## src/rtl/fetch_decode_alu_core_if.sv

```systemverilog
// Bus bundle for fetch_decode_alu_core.
// Groups the instruction-memory, register-file and EX-stage result signals.
//   master : the core side (drives imem_addr, rf_addr_*, ex_*, flags, branch_taken)
//   slave  : the environment side (drives imem_data, rf_data_*)
interface fetch_decode_alu_core_if;
    logic [15:0] imem_addr;
    logic [15:0] imem_data;
    logic [2:0]  rf_addr_a;
    logic [2:0]  rf_addr_b;
    logic [15:0] rf_data_a;
    logic [15:0] rf_data_b;
    logic        ex_valid;
    logic [15:0] ex_instr;
    logic [15:0] ex_result;
    logic        ex_wr_en;
    logic [2:0]  ex_wr_addr;
    logic        carry_flag;
    logic        zero_flag;
    logic        branch_taken;

    modport master (
        output imem_addr, rf_addr_a, rf_addr_b,
        output ex_valid, ex_instr, ex_result, ex_wr_en, ex_wr_addr,
        output carry_flag, zero_flag, branch_taken,
        input  imem_data, rf_data_a, rf_data_b
    );

    modport slave (
        input  imem_addr, rf_addr_a, rf_addr_b,
        input  ex_valid, ex_instr, ex_result, ex_wr_en, ex_wr_addr,
        input  carry_flag, zero_flag, branch_taken,
        output imem_data, rf_data_a, rf_data_b
    );
endinterface

```

## src/rtl/fetch_decode_alu_core.sv

```systemverilog
// fetch_decode_alu_core: IF / ID / EX slice of the 16-bit pipelined RISC core.
//   IF : PC register, captures imem_data into IF/ID.
//   ID : presents RA/RB to the external register file, captures operands into ID/EX.
//   EX : ALU, C/Z flags, conditional execution, branch resolution; all ex_* registered.
// Ports:
//   clock  : single clock, posedge
//   reset  : asynchronous active-high, clears all state, PC <= RESET_PC
//   bus    : fetch_decode_alu_core_if.master (imem, register-file, EX results, flags)
module fetch_decode_alu_core #(
    parameter logic [15:0] RESET_PC = 16'h0000
) (
    input  logic                   clock,
    input  logic                   reset,
    fetch_decode_alu_core_if.master bus
);

    // Pipeline state
    logic [15:0] pc_r;
    logic [15:0] ifid_instr_r;
    logic [15:0] ifid_pc_r;
    logic        ifid_valid_r;
    logic [15:0] idex_instr_r;
    logic [15:0] idex_pc_r;
    logic [15:0] idex_a_r;
    logic [15:0] idex_b_r;
    logic        idex_valid_r;

    // Registered EX outputs and architectural flags
    logic        ex_valid_r;
    logic [15:0] ex_instr_r;
    logic [15:0] ex_result_r;
    logic        ex_wr_en_r;
    logic [2:0]  ex_wr_addr_r;
    logic        carry_r;
    logic        zero_r;
    logic        branch_taken_r;

    // EX-stage decode of the ID/EX instruction
    logic [3:0]  op_s;
    logic [2:0]  ra_s;
    logic [2:0]  rb_s;
    logic [2:0]  rc_s;
    logic        comp_s;
    logic [1:0]  cz_s;
    logic [15:0] se6_s;
    logic [15:0] b_eff_s;
    logic [16:0] add_sum_s;
    logic [16:0] adi_sum_s;
    logic [15:0] nand_s;
    logic [15:0] target_s;
    logic        cond_ok_s;

    // EX-stage next values
    logic [15:0] res_s;
    logic        wr_en_s;
    logic [2:0]  wr_addr_s;
    logic        c_next_s;
    logic        z_next_s;
    logic        take_s;

    assign op_s      = idex_instr_r[15:12];
    assign ra_s      = idex_instr_r[11:9];
    assign rb_s      = idex_instr_r[8:6];
    assign rc_s      = idex_instr_r[5:3];
    assign comp_s    = idex_instr_r[2];
    assign cz_s      = idex_instr_r[1:0];
    assign se6_s     = {{10{idex_instr_r[5]}}, idex_instr_r[5:0]};
    assign b_eff_s   = comp_s ? ~idex_b_r : idex_b_r;
    // cz=11 on the ADD family folds the registered carry in (AWC/ACW)
    assign add_sum_s = {1'b0, idex_a_r} + {1'b0, b_eff_s}
                     + {16'd0, ((cz_s == 2'b11) ? carry_r : 1'b0)};
    assign adi_sum_s = {1'b0, idex_a_r} + {1'b0, se6_s};
    assign nand_s    = ~(idex_a_r & b_eff_s);
    // Branch target is relative to the branch's own PC
    assign target_s  = idex_pc_r + se6_s;

    // Conditional-execution predicate from the already-updated registered flags
    always_comb begin
        cond_ok_s = 1'b1;
        case (cz_s)
            2'b10:   cond_ok_s = carry_r;
            2'b01:   cond_ok_s = zero_r;
            default: cond_ok_s = 1'b1;
        endcase
    end

    // ALU result, write-back control, flag update and branch decision
    always_comb begin
        res_s     = 16'd0;
        wr_en_s   = 1'b0;
        wr_addr_s = 3'd0;
        c_next_s  = carry_r;
        z_next_s  = zero_r;
        take_s    = 1'b0;
        if (idex_valid_r) begin
            case (op_s)
                4'b0000: begin
                    res_s     = adi_sum_s[15:0];
                    wr_en_s   = 1'b1;
                    wr_addr_s = rb_s;
                    c_next_s  = adi_sum_s[16];
                    z_next_s  = (adi_sum_s[15:0] == 16'd0);
                end
                4'b0001: begin
                    res_s     = add_sum_s[15:0];
                    wr_addr_s = rc_s;
                    if (cond_ok_s) begin
                        wr_en_s  = 1'b1;
                        c_next_s = add_sum_s[16];
                        z_next_s = (add_sum_s[15:0] == 16'd0);
                    end else begin
                        wr_en_s  = 1'b0;
                    end
                end
                4'b0010: begin
                    res_s     = nand_s;
                    wr_addr_s = rc_s;
                    if (cond_ok_s) begin
                        wr_en_s  = 1'b1;
                        z_next_s = (nand_s == 16'd0);
                    end else begin
                        wr_en_s  = 1'b0;
                    end
                end
                4'b0011: begin
                    res_s     = {7'd0, idex_instr_r[8:0]};
                    wr_en_s   = 1'b1;
                    wr_addr_s = ra_s;
                end
                4'b0100, 4'b0101, 4'b0110, 4'b0111: begin
                    // Effective address for the memory stage; no write-back here
                    res_s = idex_b_r + se6_s;
                end
                4'b1000: begin
                    res_s  = target_s;
                    take_s = (idex_a_r == idex_b_r);
                end
                4'b1001: begin
                    res_s  = target_s;
                    take_s = (idex_a_r < idex_b_r);
                end
                4'b1010: begin
                    res_s  = target_s;
                    take_s = (idex_a_r <= idex_b_r);
                end
                default: begin
                    res_s = 16'd0;
                end
            endcase
        end else begin
            take_s = 1'b0;
        end
    end

    // Pipeline registers, EX outputs and flags; a taken branch squashes IF/ID and ID/EX
    always_ff @(posedge clock or posedge reset) begin
        if (reset) begin
            pc_r           <= RESET_PC;
            ifid_instr_r   <= 16'd0;
            ifid_pc_r      <= 16'd0;
            ifid_valid_r   <= 1'b0;
            idex_instr_r   <= 16'd0;
            idex_pc_r      <= 16'd0;
            idex_a_r       <= 16'd0;
            idex_b_r       <= 16'd0;
            idex_valid_r   <= 1'b0;
            ex_valid_r     <= 1'b0;
            ex_instr_r     <= 16'd0;
            ex_result_r    <= 16'd0;
            ex_wr_en_r     <= 1'b0;
            ex_wr_addr_r   <= 3'd0;
            carry_r        <= 1'b0;
            zero_r         <= 1'b0;
            branch_taken_r <= 1'b0;
        end else begin
            ex_valid_r     <= idex_valid_r;
            ex_instr_r     <= idex_instr_r;
            ex_result_r    <= res_s;
            ex_wr_en_r     <= wr_en_s;
            ex_wr_addr_r   <= wr_addr_s;
            carry_r        <= c_next_s;
            zero_r         <= z_next_s;
            branch_taken_r <= take_s;
            if (take_s) begin
                pc_r         <= target_s;
                ifid_instr_r <= 16'd0;
                ifid_pc_r    <= 16'd0;
                ifid_valid_r <= 1'b0;
                idex_instr_r <= 16'd0;
                idex_pc_r    <= 16'd0;
                idex_a_r     <= 16'd0;
                idex_b_r     <= 16'd0;
                idex_valid_r <= 1'b0;
            end else begin
                pc_r         <= pc_r + 16'd1;
                ifid_instr_r <= bus.imem_data;
                ifid_pc_r    <= pc_r;
                ifid_valid_r <= 1'b1;
                idex_instr_r <= ifid_instr_r;
                idex_pc_r    <= ifid_pc_r;
                idex_a_r     <= bus.rf_data_a;
                idex_b_r     <= bus.rf_data_b;
                idex_valid_r <= ifid_valid_r;
            end
        end
    end

    assign bus.imem_addr    = pc_r;
    assign bus.rf_addr_a    = ifid_instr_r[11:9];
    assign bus.rf_addr_b    = ifid_instr_r[8:6];
    assign bus.ex_valid     = ex_valid_r;
    assign bus.ex_instr     = ex_instr_r;
    assign bus.ex_result    = ex_result_r;
    assign bus.ex_wr_en     = ex_wr_en_r;
    assign bus.ex_wr_addr   = ex_wr_addr_r;
    assign bus.carry_flag   = carry_r;
    assign bus.zero_flag    = zero_r;
    assign bus.branch_taken = branch_taken_r;

endmodule

```

## src/flat_wrapper.sv

```systemverilog
// flat-port wrapper written by rule: the top's interface ports become plain ports
module fetch_decode_alu_core_flat 
#(
    parameter logic [15:0] RESET_PC = 16'h0000
)
  (clock, reset, bus_imem_addr, bus_rf_addr_a, bus_rf_addr_b, bus_ex_valid, bus_ex_instr, bus_ex_result, bus_ex_wr_en, bus_ex_wr_addr, bus_carry_flag, bus_zero_flag, bus_branch_taken, bus_imem_data, bus_rf_data_a, bus_rf_data_b);
  fetch_decode_alu_core_if bus_i ();
  input  logic clock;
  input  logic reset;
  output wire logic [$bits(bus_i.imem_addr)-1:0] bus_imem_addr;
  output wire logic [$bits(bus_i.rf_addr_a)-1:0] bus_rf_addr_a;
  output wire logic [$bits(bus_i.rf_addr_b)-1:0] bus_rf_addr_b;
  output wire logic [$bits(bus_i.ex_valid)-1:0] bus_ex_valid;
  output wire logic [$bits(bus_i.ex_instr)-1:0] bus_ex_instr;
  output wire logic [$bits(bus_i.ex_result)-1:0] bus_ex_result;
  output wire logic [$bits(bus_i.ex_wr_en)-1:0] bus_ex_wr_en;
  output wire logic [$bits(bus_i.ex_wr_addr)-1:0] bus_ex_wr_addr;
  output wire logic [$bits(bus_i.carry_flag)-1:0] bus_carry_flag;
  output wire logic [$bits(bus_i.zero_flag)-1:0] bus_zero_flag;
  output wire logic [$bits(bus_i.branch_taken)-1:0] bus_branch_taken;
  input wire logic [$bits(bus_i.imem_data)-1:0] bus_imem_data;
  input wire logic [$bits(bus_i.rf_data_a)-1:0] bus_rf_data_a;
  input wire logic [$bits(bus_i.rf_data_b)-1:0] bus_rf_data_b;
  assign bus_imem_addr = bus_i.imem_addr;
  assign bus_rf_addr_a = bus_i.rf_addr_a;
  assign bus_rf_addr_b = bus_i.rf_addr_b;
  assign bus_ex_valid = bus_i.ex_valid;
  assign bus_ex_instr = bus_i.ex_instr;
  assign bus_ex_result = bus_i.ex_result;
  assign bus_ex_wr_en = bus_i.ex_wr_en;
  assign bus_ex_wr_addr = bus_i.ex_wr_addr;
  assign bus_carry_flag = bus_i.carry_flag;
  assign bus_zero_flag = bus_i.zero_flag;
  assign bus_branch_taken = bus_i.branch_taken;
  assign bus_i.imem_data = bus_imem_data;
  assign bus_i.rf_data_a = bus_rf_data_a;
  assign bus_i.rf_data_b = bus_rf_data_b;
  fetch_decode_alu_core #(.RESET_PC(RESET_PC)) u_core (.clock(clock), .reset(reset), .bus(bus_i));
endmodule
```

## config.mk

```make
export PLATFORM = sky130hd
export DESIGN_NAME = fetch_decode_alu_core_flat
export DESIGN_NICKNAME = d
export VERILOG_FILES = /design/src/rtl/fetch_decode_alu_core_if.sv /design/src/rtl/fetch_decode_alu_core.sv /design/src/flat_wrapper.sv
export SDC_FILE = /design/constraint.sdc
export NUM_CORES = 1
export LEC_CHECK = 0
export CAP_MARGIN = 20
export CORE_UTILIZATION = 57
export DETAILED_ROUTE_END_ITERATION = 10
export GPL_TIMING_DRIVEN = 1
export MAX_ROUTING_LAYER = met4
export PLACE_DENSITY_LB_ADDON = 0.08
export REMOVE_ABC_BUFFERS = 1
export SYNTH_ARGS = -nofsm -noshare
export SYNTH_HDL_FRONTEND = slang
export SYNTH_SLANG_ARGS = --single-unit
```

## constraint.sdc

```tcl
create_clock -name clock -period 7.3 [get_ports clock]
set_clock_uncertainty 0.1 [all_clocks]
set_input_delay 1.825 -clock clock [delete_from_list [all_inputs] [get_ports clock]]
set_output_delay 1.825 -clock clock [all_outputs]
set_load 0.01 [all_outputs]
```

==> reports/results.ini <==
[final_layout]
diodes=0
nNetsFinal=1233
nFillCells=1321
area_delta_synth_final_pct=18.9
design_area_sq_um=11600
drive_gt1_frac=0.0658
stdcell_count=1329

[clock_network]
htree_levels=4
cts_max_path_buffers=2
path_clk_slew_ns=0.07
hold_buffers=0
insertion_delay_ns=0.44
post_cts_buffers=0
cts_sinks=154
cts_tree=yes
cts_resized=0
cts_root_buf=clkbuf_16
numCtsBuffers=17

[sta]
slew_headroom=0.318
drv_slew=0
period_needed_ns=3.93
fmax_mhz=255
fin_setup_tns_ns=0
rsz0062_at_grt=no
hold_viol=0
whs_ns=0.278
setup_violations=0
timing.final.crit_share=0.538
worstMarginPinSlew_ns=1.02

[worst_setup_path]
critPathArrivalTime_ns=4.18
crit_required_ns=7.55
critPathKind=flip-flop to flip-flop
end_kind=flip-flop
worstRegToRegCells=12
reg2reg_slack_ns=3.37
start_kind=flip-flop
crit_path_max_fanout=20

[placement]
dp.cells=1297
io_buffers=111
hpwlAfterDp_mm=19.0
gp_congestion=0.984
place_area_sq_um=11000

[route]
drc=0
drtIter0Drc=573
vias=7813
drt.antenna.violating_nets=0
wl_per_cell_um=19.1
routed_wl_mm=25.4
vias_per_cell=5.88
first_pass_iters=5

[power_and_ir_drop]
power_leakage_nw=5.07
p_per_area_nw_per_um2=322
ir_worst_vdd_uv=232

[synthesis]
synth_top_cells_by_area=dfrtp_1 40%, ha_1 11%, and2_1 6.6%, xor2_1 4.0%, a21oi_1 2.8%
yosysTopAreaCell=dfrtp_1
synth.distinct_cells=84
synth_area_sq_um=9730
synth_compound_area_frac=0.167
synth.top_cell.area_share=0.396
syn_inst=1000
ys_warn_count=0
seq_area_frac_synth=0.396
ys_async_sr_fraction=1.00
synth_fa_ha_area_frac=0.116
synth.most_common_cell=dfrtp_1
ys.flop_type=dfrtp_1
synthSimpleGateAreaFrac=0.204
synth_mux_area_frac=0.0188
synth-xor-area-share=0.0639
synth_seq_cells=154
yosys-top-cells-count=154 x dfrtp_1, 103 x and2_1, 82 x ha_1, 63 x nor2_1, 61 x nand2_1
synth_top_family_by_area=simple AND/OR/NAND/NOR gates
synth-edff-count=0
synth.avg_cell_area_sq_um=9.73

[flow_run]
maxCapViolCount=0

[global_route]
grt_pass1_wl_mm=41.1
antenna_found_initial=0
grt_usage=0.314
grt_pass1_vias=7674
grt_overflow=0
grt_max_degree=103

[run_status]
status=completed

[floorplanning]
die_h_um=133
die_w_um=133
die-area_sq_um=17600
initial_core_util=0.585
core_sq_um=16600
fp-row-count=47
num_io_pins=112

[worst_hold_path]
hp-class=flip-flop to flip-flop
hold_depth=0

worst max-delay path, cell delays in order, from the launching register on:
cell	delay [ns]
dfrtp_1	1.00
xor2_1	0.29
fa_1	0.29
inv_1	0.07
fa_1	0.40
nor2b_1	0.21
o31a_1	0.21
o21ai_1	0.10
a21oi_1	0.33
mux2i_1	0.28
nor4bb_1	0.34
a31oi_1	0.12
o21ai_1	0.10
path summary, 6_finish.rpt:
path,from,endpoint
worst min register to register,u_core.idex_instr_r[11],u_core.bus.ex_instr[11]
worst min-delay path,u_core.idex_instr_r[11],u_core.bus.ex_instr[11]
min in group asynchronous,reset,u_core.bus.branch_taken
worst max-delay path,u_core.idex_instr_r[2],u_core.bus.zero_flag
max in group asynchronous,reset,u_core.bus.ex_instr[13]
worst max register to register,u_core.idex_instr_r[2],u_core.bus.zero_flag
registers in the layout, indices dropped and copies added, names as in the netlist, 3 cells and up:
name                   cells
u_core.bus.ex_result      16
u_core.ifid_pc_r          16
u_core.idex_pc_r          16
u_core.idex_instr_r       16
u_core.bus.ex_wr_addr      3
u_core.idex_b_r           16
u_core.bus.ex_instr       16
u_core.bus.imem_addr      16
u_core.idex_a_r           16
u_core.ifid_instr_r       16
metal layers:
| layer | vias up | routed length (um) | global-route usage |
|---|---|---|---|
| met5 | - | 0 | - |
| met4 | 0 | 676 | 0.112 |
| met3 | 52 | 1290 | 0.0506 |
| met2 | 260 | 12100 | 0.497 |
| met1 | 3738 | 11400 | 0.410 |
| li1 | 3763 | - | - |
layout make-up:
cell class / count / area (sq um) / area share
multi-input combinational: 767 / 5550 / 0.480
clock inverter: 14 / 155 / 0.0134
inverter: 39 / 151 / 0.0131
clock buffer: 18 / 429 / 0.0371
tap: 220 / 275 / 0.0238
sequential: 154 / 3850 / 0.333
timing repair buffer: 117 / 1160 / 0.0999
logic make-up (layout without fill, tap and decap cells):
kind of cell,count (synthesis),after routing
simple gates,363,363
flops,154,154
compound gates,228,228
fa+ha+maj,87,87
mux,18,18
xor+xnor,71,71
buf+inv,79,188
power by group:
part / switching (W) / leakage [nW] / internal [W] / total (W)
logic: 0.000874 / 2.91 / 0.000757 / 0.00163
registers: 0.000168 / 1.88 / 0.00106 / 0.00123
clock network: 0.000411 / 0.279 / 0.000457 / 0.000868
cell usage in the layout (no fill, tap or decap), types with 11 or more instances in the layout:
cell	n
dfrtp_1	154
clkdlybuf4s50_1	111
and2_1	103
ha_1	82
nor2_1	63
nand2_1	61
a21oi_1	54
xor2_1	45
inv_1	38
nor3_1	32
o21ai_0	29
xnor2_1	26
nand3_1	20
clkbuf_16	17
mux2i_1	16
a21o_1	15
a211oi_1	15
a31oi_1	15
nor2b_1	13
o21ai_1	13
nand2b_1	12
o21a_1	11
metrics by stage:
stage / util / setup slack, ns / power (W)
finish: 0.696 / 3.37 / 0.00373
global route: 0.696 / 3.08 / 0.00396
CTS: 0.696 / 3.42 / 0.00374
detailed placement: 0.660 / 3.43 / 0.00285
global placement: 0.660 / 3.46 / 0.00282
floorplan: - / 1.23 / 0.00230
Note: power is estimated with default switching activity, not from simulation.
